`config.mk`:
```
export PLATFORM = sky130hd
export DESIGN_NAME = mem_port_arbiter
export DESIGN_NICKNAME = d
export VERILOG_FILES = /design/src/rtl/mem_port_arbiter.sv
export SDC_FILE = /design/constraint.sdc
export NUM_CORES = 1
export LEC_CHECK = 0
export ABC_AREA = 1
export BUFFER_PORTS_ARGS = -buffer_cell sky130_fd_sc_hd__buf_2
export CAP_MARGIN = 10
export CORE_MARGIN = 2
export CORE_UTILIZATION = 50
export DETAILED_ROUTE_END_ITERATION = 12
export PLACE_DENSITY = 0.85
export SYNTH_ARGS = -nofsm -noshare
export SYNTH_HDL_FRONTEND = slang
export SYNTH_SLANG_ARGS = --single-unit
export TNS_END_PERCENT = 1
```
`constraint.sdc`:
```
create_clock -name CLK -period 4.12 [get_ports CLK]
set_input_delay 0.412 -clock CLK [delete_from_list [all_inputs] [get_ports CLK]]
set_output_delay 0.412 -clock CLK [all_outputs]
set_load 0.02 [all_outputs]
```
`src/rtl/mem_port_arbiter.sv`:
```
// mem_port_arbiter: shares one single-port memory between instruction fetch (IF)
// and load/store (DP). DP has priority. After MAX_DP_STREAK back-to-back DP grants
// made while IF is waiting, the next grant goes to IF.
// Optional feature macro: MEM_ARB_ALIGN_CHECK_EN adds IF_ERR. It flags fetches that
// are misaligned or out of range; such a fetch is acknowledged but never issued.
module mem_port_arbiter #(
  parameter int unsigned ADDR_W        = 16,
  parameter int unsigned READ_LAT      = 1,
  parameter int unsigned MAX_DP_STREAK = 4
) (
  input  logic              CLK,
  input  logic              RST,
  input  logic              IF_REQ,
  input  logic [31:0]       IF_ADDR,
  output logic              IF_ACK,
  output logic              IF_VALID,
  output logic [31:0]       IF_DATA,
`ifdef MEM_ARB_ALIGN_CHECK_EN
  output logic              IF_ERR,
`endif
  input  logic              DP_REQ,
  input  logic              DP_WE,
  input  logic [ADDR_W-1:0] DP_ADDR,
  input  logic [31:0]       DP_WDATA,
  output logic              DP_ACK,
  output logic              DP_VALID,
  output logic [31:0]       DP_RDATA,
  output logic [ADDR_W-1:0] MEM_ADDR,
  output logic [31:0]       MEM_STORE,
  output logic              MEM_WRITE_ENABLE,
  output logic              MEM_READ_ENB,
  input  logic [31:0]       MEM_LOAD
);

  localparam logic [3:0] MaxStreak = 4'(MAX_DP_STREAK);
  localparam logic [2:0] WaitInit  = 3'(READ_LAT - 1);

  typedef enum logic [1:0] {StIdle, StCmd, StRdWait, StRdCap} state_e;

  state_e     state_q;
  logic [3:0] streak_q;   // consecutive DP grants while IF was waiting
  logic [2:0] wait_q;     // remaining RD_WAIT cycles
  logic       is_rd_q;    // current access is a memory read
  logic       owner_dp_q; // current access belongs to DP

  logic dp_win;
  logic if_win;
  logic if_bad;

`ifdef MEM_ARB_ALIGN_CHECK_EN
  // Fetch must be word aligned and lie inside the addressable window.
  assign if_bad = (IF_ADDR[1:0] != 2'b00) || (IF_ADDR[31:ADDR_W+2] != '0);
`else
  // Bits outside the word index are deliberately ignored.
  logic unused_if_addr;
  assign unused_if_addr = ^{IF_ADDR[31:ADDR_W+2], IF_ADDR[1:0]};
  assign if_bad         = 1'b0;
`endif

  // Winner selection: DP first, unless IF has been starved for a full streak.
  always_comb begin
    dp_win = DP_REQ && !(IF_REQ && (streak_q == MaxStreak));
    if_win = IF_REQ && !dp_win;
  end

  // Arbitration FSM with registered strobes, handshakes and return data.
  always_ff @(posedge CLK) begin
    if (RST) begin
      state_q          <= StIdle;
      streak_q         <= 4'd0;
      wait_q           <= 3'd0;
      is_rd_q          <= 1'b0;
      owner_dp_q       <= 1'b0;
      IF_ACK           <= 1'b0;
      IF_VALID         <= 1'b0;
      IF_DATA          <= 32'd0;
      DP_ACK           <= 1'b0;
      DP_VALID         <= 1'b0;
      DP_RDATA         <= 32'd0;
      MEM_ADDR         <= '0;
      MEM_STORE        <= 32'd0;
      MEM_WRITE_ENABLE <= 1'b0;
      MEM_READ_ENB     <= 1'b0;
`ifdef MEM_ARB_ALIGN_CHECK_EN
      IF_ERR           <= 1'b0;
`endif
    end else begin
      // Every handshake and strobe is a single-cycle pulse.
      IF_ACK           <= 1'b0;
      IF_VALID         <= 1'b0;
      DP_ACK           <= 1'b0;
      DP_VALID         <= 1'b0;
      MEM_WRITE_ENABLE <= 1'b0;
      MEM_READ_ENB     <= 1'b0;
`ifdef MEM_ARB_ALIGN_CHECK_EN
      IF_ERR           <= 1'b0;
`endif
      unique case (state_q)
        StIdle: begin
          if (dp_win) begin
            DP_ACK     <= 1'b1;
            owner_dp_q <= 1'b1;
            MEM_ADDR   <= DP_ADDR;
            state_q    <= StCmd;
            if (DP_WE) begin
              MEM_STORE        <= DP_WDATA;
              MEM_WRITE_ENABLE <= 1'b1;
              is_rd_q          <= 1'b0;
            end else begin
              MEM_READ_ENB <= 1'b1;
              is_rd_q      <= 1'b1;
            end
            if (!IF_REQ) begin
              streak_q <= 4'd0;
            end else if (streak_q != MaxStreak) begin
              streak_q <= streak_q + 4'd1;
            end
          end else if (if_win) begin
            IF_ACK     <= 1'b1;
            owner_dp_q <= 1'b0;
            streak_q   <= 4'd0;
            state_q    <= StCmd;
            if (if_bad) begin
              // Rejected fetch: acknowledge only, no memory access.
              is_rd_q <= 1'b0;
`ifdef MEM_ARB_ALIGN_CHECK_EN
              IF_ERR  <= 1'b1;
`endif
            end else begin
              MEM_ADDR     <= IF_ADDR[ADDR_W+1:2];
              MEM_READ_ENB <= 1'b1;
              is_rd_q      <= 1'b1;
            end
          end
        end
        StCmd: begin
          if (!is_rd_q) begin
            state_q <= StIdle;
          end else if (READ_LAT == 1) begin
            state_q <= StRdCap;
          end else begin
            wait_q  <= WaitInit;
            state_q <= StRdWait;
          end
        end
        StRdWait: begin
          if (wait_q == 3'd1) begin
            state_q <= StRdCap;
          end else begin
            wait_q <= wait_q - 3'd1;
          end
        end
        StRdCap: begin
          // MEM_LOAD is valid in this cycle; hand it to the owner next cycle.
          if (owner_dp_q) begin
            DP_RDATA <= MEM_LOAD;
            DP_VALID <= 1'b1;
          end else begin
            IF_DATA  <= MEM_LOAD;
            IF_VALID <= 1'b1;
          end
          state_q <= StIdle;
        end
        default: state_q <= StIdle;
      endcase
    end
  end

endmodule

```
* Word-level counts from Yosys, hierarchy flattened
Index checks and enable logic that the tools add are counted.
** Cells by class
- Reduce and logical (&&, ||, !) cells :: 18
- Equal/unequal tests :: 9
- Muxes and demuxes :: 22
- Bitwise operators :: 5
- $add $sub $neg :: 2
** Operator list (number)
- $mux 16 :: 2
- $mux 4 :: 4
- $mux 1 :: 11
- $reduce_and 2->1 :: 5
- $mux 2 :: 4
- $pmux 2 s4 :: 1
- $reduce_and 3->1 :: 2
- $reduce_or 3->1 :: 2
- $not 1->1 :: 5
- $add 4x1->4 const B :: 1
- $eq 2x2->1 const B :: 2
- $eq 4x3->1 const B :: 1
- $ne 4x3->1 const B :: 1
- $reduce_or 2->1 :: 2
- $eq 3x1->1 const B :: 1
- $logic_and 1x1->1 :: 3
- $ne 3x2->1 const B :: 1
- $ne 3x3->1 const B :: 1
- $sub 3x1->3 const B :: 1
- $eq 2x1->1 const B :: 1
- $logic_not 1->1 :: 2
- $logic_not 2->1 :: 1
- $ne 2x2->1 const B :: 1
- $reduce_bool 2->1 :: 1
** Word-level totals
- Word-level logic and storage cells :: 71
- Input port bits :: 117
- Register bits after elaboration :: 129

* Depth between registers and ports, before layout
Gate-level depths: netlist of run 1.
- Depth after elaboration :: 9
- Depth in mapped cells :: 11
- Depth with buffers taken out :: 10

* Least setup slack after synthesis of run 1
OpenSTA, ideal clock, no wires.
- Path kind :: register to register
- Start point :: register streak_q[0]
- End point :: register MEM_STORE[22]
- Stages on the path, launching flop included :: 11
- Required time :: 4.007 ns
- Arrival :: 1.314 ns
- Path slack :: 2.693 ns
- Buffers on the path :: 2
- Cells stage by stage :: dfxtp_1 -> inv_1 -> ha_1 -> nand2_1 -> inv_2 -> nand2_4 -> nand4_2 -> buf_6 -> buf_6 -> nor2_1 -> nor2_1
** Between the ends
- Longest elaborated chain between the ends :: 5
** RTL lines
- from (decl) :: RTL line 41 : logic [3:0] streak_q;
- from (signal assigned) :: RTL line 116 : streak_q <= streak_q + 4'd1;
- $eq 4x3->1 :: RTL line 62 : dp_win = DP_REQ && !(IF_REQ && (streak_q == MaxStreak));
- $logic_and 1x1->1 :: RTL line 62
- $logic_not 1->1 :: RTL line 62
- $logic_and 1x1->1 :: RTL line 62
- $reduce_and 3->1 (no line)
- to (signal assigned) :: RTL line 81 : MEM_STORE <= 32'd0;
- to (signal assigned) :: RTL line 106 : MEM_STORE <= DP_WDATA;
- to (decl) :: RTL line 29 : output logic [31:0] MEM_STORE,
Every way passes these cells.
A chain may end at the register's enable or synchronous reset.

* Final worst setup path of run 1
- Start point :: register state_q[0]
- End point :: register DP_RDATA[4]
** Between the ends
- Longest elaborated chain between the ends :: 2
** RTL lines
- from (decl) :: RTL line 40 : state_e state_q;
- from (signal assigned) :: RTL line 69 : state_q <= StIdle;
- from (signal assigned) :: RTL line 104 : state_q <= StCmd;
- from (signal assigned) :: RTL line 122 : state_q <= StCmd;
- $eq 2x2->1 :: RTL line 98 : unique case (state_q)
- $reduce_and 2->1 (no line)
- to (signal assigned) :: RTL line 79 : DP_RDATA <= 32'd0;
- to (signal assigned) :: RTL line 156 : DP_RDATA <= MEM_LOAD;
- to (decl) :: RTL line 27 : output logic [31:0] DP_RDATA,
Every way passes these cells.

==> impl_metrics.ini, run 1 <==
[yosys]
syn-instance-count = 705
syn_nets = 826
synth_seq_cells = 129
synth_cell_types = 25
ys_warn_count = 0
seq_area_frac_synth_pct = 50.34
synth.avg_cell_area_um2 = 7.276
syn_area_um2 = 5130

[critical_path]
startpoint_type = flip-flop
worstPathMaxFanout = 34
path_cells = nand2_1 > clkinv_1 > nand2_1 > buf_4 > nand2_1 > a21oi_1
endpoint_kind = flip-flop
max_stage_delay_ns = 0.78
crit_family = buffers and inverters
path_buf_inv = 2
cp_common_cell = nand2_1
crit_required_ns = 4.56
arrival_ns = 3.08
slowest_stage = clkinv_1
crit_type = reg -> reg

[cts]
clock_latency_ns = 0.51
root_buffer = clkbuf_8
ctsResizeCount = 0
ctsHoldBuffers = 0
cts_tree = built
postCtsSetupRepairBufs = 0
cts.sinks = 129
clk_pin_slew_ns = 0.06
clk_path_buf_depth = 2
cts_made_buffers = 17
htree_levels = 4

[drt]
routed_wl_um = 13440
avgRoutedWirePerCell_um = 12.78
antenna_left = 0
drt-initial-drc-count = 333
drc = 0
highest_layer = met4
vias = 5067
wl_met2_um = 6449
wl_met3_um = 1111
avgViaCountPerCell = 4.821
dr.pass1.iters = 4
drt-met1-wl_um = 5675

[power_and_ir_drop]
seqPwrFrac_pct = 40.6
p_sw_mw = 0.8892
combPwrFrac_pct = 13.9
p_leak_nw = 3.631
swShare_pct = 26.51
intPower_mw = 2.464
power_density_nw_per_um2 = 492.4
pwr-share-clk_pct = 45.5
ir_worst_vdd_mv = 0.2977

[final_layout]
drive_above_1_share_pct = 28.87
final_common_cell = buf_2
layout.nets = 1026
synthToLayoutAreaGrowth_pct = 32.76
utilization_pct = 69.04
most-common-layout-cells = buf_2 (218), nand2_1 (146), nor2_1 (142)
diodes = 0
final_design_area_no_fill_um2 = 6810

[sta]
slew_headroom_pct = 29.62
grt_setup_unrepaired = no
min_period_over_period_pct = 64.07
max_freq_mhz = 378.8
setup_ws_ns = 1.480
finalMaxSlewViolations = 0
setup_viol = 0
finalSetupTns_ns = 0
min_period_ns = 2.640
tightest_slew_ns = 1.054
finClkSkew_ns = 0.006131
hold_violations = 0

[run_status]
outcome = finished clean

[grt]
grt_overflow = 0
grt_start_max_net_pins = 69
antenna_found_initial = 0
grt_pass1_wl_um = 21890
grt_pass1_vias = 4825
track_usage_pct = 24.22

[placement]
post-place-ws_ns = 1.505
placedInstanceArea_um2 = 6202
port_buffers = 218
hpwl_um = 8909
gp_congestion = 0.8632

[floorplan]
initial_core_util_pct = 52.00
ios = 235
core_um2 = 9864
fp-row-count = 36
die-area_um2 = 11090
die_w_um = 105.3
die_h_um = 105.3

[flow_run]
cap_viol_max_count = 0

[worst_hold_path]
min_path_type = in -> reg
tightest hold or removal path, stage by stage:
cell and delay [ns]:
buf_2 0.07, nor2_1 0.03, nor2_1 0.08
cell usage after synthesis:
cell type  number  area, um^2
a21oi_1        45       225.2
nand2_4         2       22.52
xnor2_1         1       8.760
clkbuf_1       17       63.81
buf_6           6       67.56
ha_1            4       50.05
o21a_1         11       82.58
buf_4           1       7.510
o21ai_0        41       205.2
buf_1           3       11.26
nand2_1       146       548.0
nor2_4          1       11.26
inv_2           3       11.26
o211ai_1        1       7.510
o21ai_2         1       8.760
nand4_2         1       12.51
nor2_2          1       6.260
inv_1          65       244.0
dfxtp_1       129        2582
nand3_1        62       310.3
nand4_1         2       12.51
buf_2          16       80.08
clkinv_1        2       7.510
nor2_1        142       533.0
nor3_1          2       10.01
per-stage QoR:
step           instances  hold WS (ns)  power, mW
5_1_grt             1051       0.09576      3.500
6_report            1051        0.1245      3.354
4_1_cts             1051        0.1036      3.377
3_3_place_gp        1019        0.4460      1.840
2_1_floorplan        705        0.4561      1.695
3_5_place_dp        1019        0.4492      1.850
path summary, 6_finish.rpt:
check / startpoint / to / slack, ns / depth (start not counted)
min reg2reg: DP_RDATA[3] / DP_RDATA[3] / 0.46 / 2
max reg2reg: state_q[0] / DP_RDATA[4] / 1.48 / 6
min: DP_WDATA[29] / MEM_STORE[29] / 0.12 / 3
max: state_q[0] / DP_RDATA[4] / 1.48 / 6
sequential cells by signal, indices dropped and copies added, names as in the netlist, 2 cells and up:
| name | count |
|---|---|
| DP_RDATA | 32 |
| IF_DATA | 32 |
| MEM_ADDR | 16 |
| MEM_STORE | 32 |
| state_q | 2 |
| streak_q | 4 |
| wait_q | 3 |
cell families after synthesis:
| kind of cell | count (synthesis) | share of synthesized area [%] |
|---|---|---|
| simple gates | 359 | 28.59 |
| xor+xnor | 1 | 0.1708 |
| fa+ha+maj | 4 | 0.9756 |
| buf+inv | 113 | 9.610 |
| flops | 129 | 50.34 |
| compound gates | 99 | 10.32 |
metal layers:
metal,vias to the layer above,track usage [%]
li1,2601,-
met1,2258,27.92
met2,189,41.43
met3,19,8.101
met4,0,9.333
met5,-,0
power by group through the flow:
stage	sequential, mW	combinational, mW	clock, mW
final	1.36	0.467	1.53
after global routing	1.37	0.518	1.61
after floorplan	1.47	0.224	0
after global placement	1.38	0.457	0
after CTS	1.36	0.468	1.55
after detailed placement	1.39	0.463	0
layout make-up:
cell class / instances / area, um^2
Multi-Input combinational cell: 463 / 2054
Clock inverter: 14 / 190.2
Timing Repair Buffer: 224 / 1136
Clock buffer: 18 / 417.9
Tap cell: 133 / 166.4
Inverter: 70 / 262.8
Sequential cell: 129 / 2582
Fill cell: 844 / 3054
Note: power is estimated with default switching activity, not from simulation.
==> run 2, diff against run 1 <==
--- a/config.mk
+++ b/config.mk
@@ -9,9 +9,9 @@
 export BUFFER_PORTS_ARGS = -buffer_cell sky130_fd_sc_hd__buf_2
 export CAP_MARGIN = 10
 export CORE_MARGIN = 2
-export CORE_UTILIZATION = 50
+export CORE_UTILIZATION = 42
 export DETAILED_ROUTE_END_ITERATION = 12
-export PLACE_DENSITY = 0.85
+export PLACE_DENSITY = 0.76
 export SYNTH_ARGS = -nofsm -noshare
 export SYNTH_HDL_FRONTEND = slang
 export SYNTH_SLANG_ARGS = --single-unit
==> constraint.sdc (replaced) <==
create_clock -name CLK -period 2.2 [get_ports CLK]
set_input_delay 0.22 -clock CLK [delete_from_list [all_inputs] [get_ports CLK]]
set_output_delay 0.22 -clock CLK [all_outputs]
set_load 0.02 [all_outputs]
==> run 2 against run 1 <==
  * Critical path depth is 4 higher
  * Worst setup slack worse by 1.1 ns
  * Register-to-register slack lost 1.1 ns
  * Critical path type unchanged
  * Utilization fell by 11 points
  * Count of clock-buffer cells in the layout grew 4
  * Clock power rose by 100%
  * Fmax rose by 44%
  * Final area rose by 1.7%
  * Sequential power up 88%
  * Flip-flop and latch count unchanged
  * Via count decreased by 1.9%
==> impl_metrics.ini, run 2 (same netlist as run 1, synthesis figures left out) <==
[run_status]
outcome = finished clean

[cts]
ctsHoldBuffers = 0
cts_tree = built
ctsResizeCount = 0
cts_made_buffers = 17
postCtsSetupRepairBufs = 0
clk_pin_slew_ns = 0.05
clock_latency_ns = 0.41
clk_path_buf_depth = 2
root_buffer = clkbuf_16
htree_levels = 4
cts.sinks = 129

[final_layout]
layout.nets = 1031
utilization_pct = 57.92
diodes = 0
synthToLayoutAreaGrowth_pct = 35.05
most-common-layout-cells = buf_2 (218), nand2_1 (146), nor2_1 (142)
multi_input_area_um2 = 2054
seq_area_um2 = 2582
fin_cells = 1070
fill_cells = 1135
final_design_area_no_fill_um2 = 6928
reg.largest.list = DP_RDATA (32), IF_DATA (32), MEM_STORE (32)
drive_above_1_share_pct = 29.04
final_common_cell = buf_2

[floorplan]
fp-row-count = 40
ios = 235
die_w_um = 114.5
die-area_um2 = 13110
core_um2 = 11960
die_h_um = 114.5
initial_core_util_pct = 42.89

[drt]
drt-initial-drc-count = 285
avgRoutedWirePerCell_um = 12.22
routed_wl_um = 13080
antenna_left = 0
drc = 0
avgViaCountPerCell = 4.644
vias = 4969
dr.pass1.iters = 4

[placement]
hpwl_um = 8777
dpl.cell_count = 1038
placedInstanceArea_um2 = 6282
gp_congestion = 0.7586
post-place-ws_ns = 0.3687
port_buffers = 218

[grt]
antenna_found_initial = 0
grt-busiest-layer = met2
met1_usage_pct = 24.68
grt_pass1_vias = 4375
grt_pass1_wl_um = 20790
track_usage_pct = 19.99
grt_start_max_net_pins = 66
grt_overflow = 0
use_met2_pct = 29.94
met3_usage_pct = 8.258

[power_and_ir_drop]
p_leak_nw = 3.685
power_density_nw_per_um2 = 934.4
p_total_mw = 6.474
ir_worst_vdd_mv = 0.5363

[critical_path]
worstReg2RegEnd = MEM_STORE[29]
r2r_cells = 10
crit_type = reg -> reg
worstPathMaxFanout = 65
arrival_ns = 2.14
startpoint_type = flip-flop
r2r_slack_ns = 0.36
endpoint_kind = flip-flop
crit_required_ns = 2.50
reg2reg_from = streak_q[0]

[worst_hold_path]
min_path_type = in -> reg
worstHoldPathCells = 3
holdPathEnd = MEM_STORE[29]
hold_start = DP_WDATA[29]

[sta]
slew_headroom_pct = 59.78
finalSetupTns_ns = 0
setup_viol = 0
min_period_ns = 1.835
min_period_over_period_pct = 83.43
holdWs_ns = 0.03861
hold_violations = 0
tightest_slew_ns = 0.6033
finalMaxSlewViolations = 0
grt_setup_unrepaired = no
max_freq_mhz = 544.8
finClkSkew_ns = 0.005565
setup_ws_ns = 0.3646

[flow_run]
cap_viol_max_count = 0
==> run 2: cell count changes in the layout (fill, tap and decap cells not counted), sizes merged <==
| cell | delta |
|---|---|
| buf | +5 |
| clkbuf | +4 |
| clkinvlp | -1 |
| bufinv | +1 |
| clkinv | -4 |
==> run 2: cell type report <==
cell class / count / share of cell area (%)
multi-input cells: 463 / 29.66
repair buffers: 229 / 17.30
clock buffers: 22 / 6.700
well taps: 147 / 2.655
clock inverters: 10 / 2.619
flip-flops and latches: 129 / 37.28
inverters: 70 / 3.793
==> run 2: how the worst max path moves through the flow <==
stage,slack [ns],endpoint,startpoint,depth (start not counted)
floorplan,0.77,MEM_STORE[22],streak_q[0],10
global placement,0.41,MEM_STORE[28],streak_q[0],10
detailed placement,0.37,MEM_STORE[12],streak_q[0],10
CTS,0.36,MEM_STORE[12],streak_q[0],10
global route,0.13,MEM_STORE[29],streak_q[0],10
finish,0.36,MEM_STORE[29],streak_q[0],10
==> run 2: layer usage <==
metal  part of all wire [%]  wire length [um]  vias to the layer above
li1                       -                 -                     2606
met1                     43              5612                     2159
met2                     45              5822                      177
met3                     10              1318                       27
met4                    2.5               326                        0
met5                      0                 0                        -
==> run 2: critical path: stages (launching register included) <==
cell,delay (ns)
dfxtp_1,0.33
inv_1,0.10
ha_1,0.17
nand2_1,0.06
inv_2,0.06
nand2_4,0.14
nand4_2,0.10
buf_4,0.49
nand2_1,0.11
nand2_1,0.08
nor2_1,0.04
==> run 2: power breakdown <==
| part | internal (mW) | switching, mW | total [mW] |
|---|---|---|---|
| registers | 2.48 | 0.0637 | 2.55 |
| logic | 0.302 | 0.568 | 0.870 |
| clock network | 2.07 | 0.991 | 3.06 |
==> run 3, diff against run 2 <==
--- a/config.mk
+++ b/config.mk
@@ -5,13 +5,13 @@
 export SDC_FILE = /design/constraint.sdc
 export NUM_CORES = 1
 export LEC_CHECK = 0
-export ABC_AREA = 1
+export ABC_AREA = 0
 export BUFFER_PORTS_ARGS = -buffer_cell sky130_fd_sc_hd__buf_2
 export CAP_MARGIN = 10
 export CORE_MARGIN = 2
-export CORE_UTILIZATION = 42
+export CORE_UTILIZATION = 41
 export DETAILED_ROUTE_END_ITERATION = 12
-export PLACE_DENSITY = 0.76
+export PLACE_DENSITY = 0.75
 export SYNTH_ARGS = -nofsm -noshare
 export SYNTH_HDL_FRONTEND = slang
 export SYNTH_SLANG_ARGS = --single-unit
==> constraint.sdc (replaced) <==
create_clock -name CLK -period 1.5 [get_ports CLK]
set_input_delay 0.15 -clock CLK [delete_from_list [all_inputs] [get_ports CLK]]
set_output_delay 0.15 -clock CLK [all_outputs]
set_load 0.02 [all_outputs]
==> run 3 against run 2 <==
  * Sequential share of layout area down 3.0 points
  * Wire length up 12%
  * Worst setup slack worse by 0.31 ns
  * Critical path type unchanged
  * Register-to-register slack worse by 0.31 ns
  * Clock power up 29%
  * Synthesized cell count down 17%
==> impl_metrics.ini, run 3 <==
[run_status]
outcome = finished clean

[drt]
drt-initial-drc-count = 390
antenna_left = 0
avgViaCountPerCell = 4.932
vias = 5129
routed_wl_um = 14640
drc = 0
dr.pass1.iters = 5
avgRoutedWirePerCell_um = 14.08

[yosys]
syn_nets = 709
synthFlopType = dfxtp_1
seq_area_frac_synth_pct = 53.82
syn_area_um2 = 4798
ys_async_sr_fraction_pct = 0
synth_cell_types = 37
synthTopCellsByCount = nand2_1 (214), dfxtp_1 (129), a21oi_1 (114), nor2_1 (25), clkbuf_1 (17)
synth_top_area_cell = dfxtp_1
yosysMostFrequentCell = nand2_1
syn-instance-count = 588
synth.area.top_cells = dfxtp_1 (54%), nand2_1 (17%), a21oi_1 (12%)
synth_seq_cells = 129
ys_warn_count = 0
synth_edf_count = 0
synth_top_area_share_pct = 53.82
synth.avg_cell_area_um2 = 8.160

[critical_path]
r2r_slack_ns = 0.06
path_cells = inv_1 > ha_2 > nand4b_4 > and4_4 > buf_12 > nand2_1 > a21oi_1
worstReg2RegEnd = MEM_STORE[17]
reg2reg_from = streak_q[0]
startpoint_type = flip-flop
crit_family = simple AND/OR/NAND/NOR gates
max_stage_delay_ns = 0.32
slowest_stage = dfxtp_2
path_buf_inv = 2
r2r_cells = 7
crit_type = reg -> reg
cp.depth = 7
worstPathMaxFanout = 16
arrival_ns = 1.77
crit_required_ns = 1.83
endpoint_kind = flip-flop

[power_and_ir_drop]
p_leak_nw = 3.378
swShare_pct = 24.18
p_sw_mw = 2.156
pwr-share-clk_pct = 44.4
intPower_mw = 6.761
seqPwrFrac_pct = 41.2
power_density_nw_per_um2 = 1182
combPwrFrac_pct = 14.4
ir_worst_vdd_mv = 0.8595
p_total_mw = 8.917

[cts]
cts_made_buffers = 17
clk_path_buf_depth = 2
cts.sinks = 129
root_buffer = clkbuf_16
cts_tree = built
htree_levels = 4
clk_pin_slew_ns = 0.05
clock_latency_ns = 0.41

[floorplan]
initial_core_util_pct = 42.02
fp-row-count = 39
die-area_um2 = 12580
die_h_um = 112.2
core_um2 = 11420
die_w_um = 112.2
ios = 235

[sta]
min_period_ns = 1.441
slew_headroom_pct = 72.09
hold_violations = 0
holdWs_ns = 0.01896
finalMaxSlewViolations = 0
setup_ws_ns = 0.05893
grt_setup_unrepaired = no
min_period_over_period_pct = 96.07
tightest_slew_ns = 0.4167
setup_viol = 0
max_freq_mhz = 693.9
finClkSkew_ns = 0.007349

[placement]
post-place-ws_ns = -0.03525
hpwl_um = 8419
placedInstanceArea_um2 = 6091
dpl.cell_count = 929
gp_congestion = 0.7662
port_buffers = 218

[worst_hold_path]
worstHoldPathCells = 3
holdPathEnd = MEM_STORE[17]
min_path_type = in -> reg
hold_start = DP_WDATA[17]

[final_layout]
drive_above_1_share_pct = 33.00
layout.nets = 1007
most-common-layout-cells = buf_2 (217), nand2_1 (214), dfxtp_1 (126)
synthToLayoutAreaGrowth_pct = 57.18
reg.largest.list = DP_RDATA (32), IF_DATA (32), MEM_STORE (32)
diodes = 0
final_design_area_no_fill_um2 = 7542
final_common_cell = buf_2
fin_cells = 1040

[grt]
grt_start_max_net_pins = 63
antenna_found_initial = 0
grt_pass1_wl_um = 23690
grt_pass1_vias = 4979
track_usage_pct = 23.15
grt_overflow = 0

[flow_run]
cap_viol_max_count = 0
[run 3: cell count changes after synthesis, moves of 40 or more]
| cell | before | now |
|---|---|---|
| nand3_1 | 62 | 3 |
| o21ai_0 | 41 | 1 |
| nor2_1 | 142 | 25 |
| nand2_1 | 146 | 214 |
| a21oi_1 | 45 | 114 |
| inv_1 | 65 | 5 |
[run 3: cell type report]
type	instances	area, um^2
Multi-Input combinational cell	412	1998
Fill cell	923	3876
Sequential cell	129	2586
Tap cell	143	178.9
Inverter	5	18.77
Clock buffer	24	491.7
Clock inverter	6	80.08
Timing Repair Buffer	321	2188
[run 3: timing repair]
item	4_1_cts	5_1_grt
hold buffers	79	0
endpoints found under the hold margin	110	0
setup buffers	0	1
pin swaps	1	2
gates cloned	1	0
resized for setup	6	12
setup endpoints to repair	7	25
[run 3: worst max path at each step]
stage	startpoint	slack, ns	to
after CTS	streak_q[0]	0.03	MEM_ADDR[10]
final	streak_q[0]	0.06	MEM_STORE[17]
after floorplan	streak_q[0]	0.02	MEM_ADDR[9]
after detailed placement	streak_q[0]	-0.04	MEM_ADDR[10]
after global routing	streak_q[0]	0.001	MEM_STORE[1]
after global placement	streak_q[0]	0.04	MEM_STORE[21]
[run 3: cells by family after synthesis]
logic type	Yosys count	synth area share (%)
buffers and inverters	47	5.554
DFF	129	53.82
adders and majority gates	4	1.043
and+or+nand+nor	264	22.50
xor gates and xnor gates	2	0.3651
AOI/OAI and AO/OA	142	16.71
[run 3: worst min-delay path, stage by stage]
cell     delay, ns
buf_2         0.10
nand2_1       0.06
a21oi_1       0.07
[run 3: metal layers]
layer  global-route usage, %  vias up  wire length (um)
met5                       0        -                 0
met4                   7.967        0               190
met3                   7.289       16              1171
met2                   41.73      213              7377
met1                   25.78     2377              5899
li1                        -     2523                 -
[run 3: through the flow]
stage          setup TNS (ns)  utilization [%]
6_report                    0            66.05
5_1_grt                     0            66.05
4_1_cts                     0            65.66
3_5_place_dp         -0.05247            53.34
3_3_place_gp                0            53.34
2_1_floorplan               0                -
[run 3: power groups by stage]
| stage | sequential [mW] | clock (mW) | combinational, mW |
|---|---|---|---|
| after global placement | 3.73 | 0 | 1.06 |
| after CTS | 3.67 | 4.05 | 1.25 |
| after detailed placement | 3.74 | 0 | 1.06 |
| after floorplan | 3.90 | 0 | 0.471 |
| final | 3.67 | 3.96 | 1.28 |
| after global routing | 3.69 | 4.18 | 1.40 |
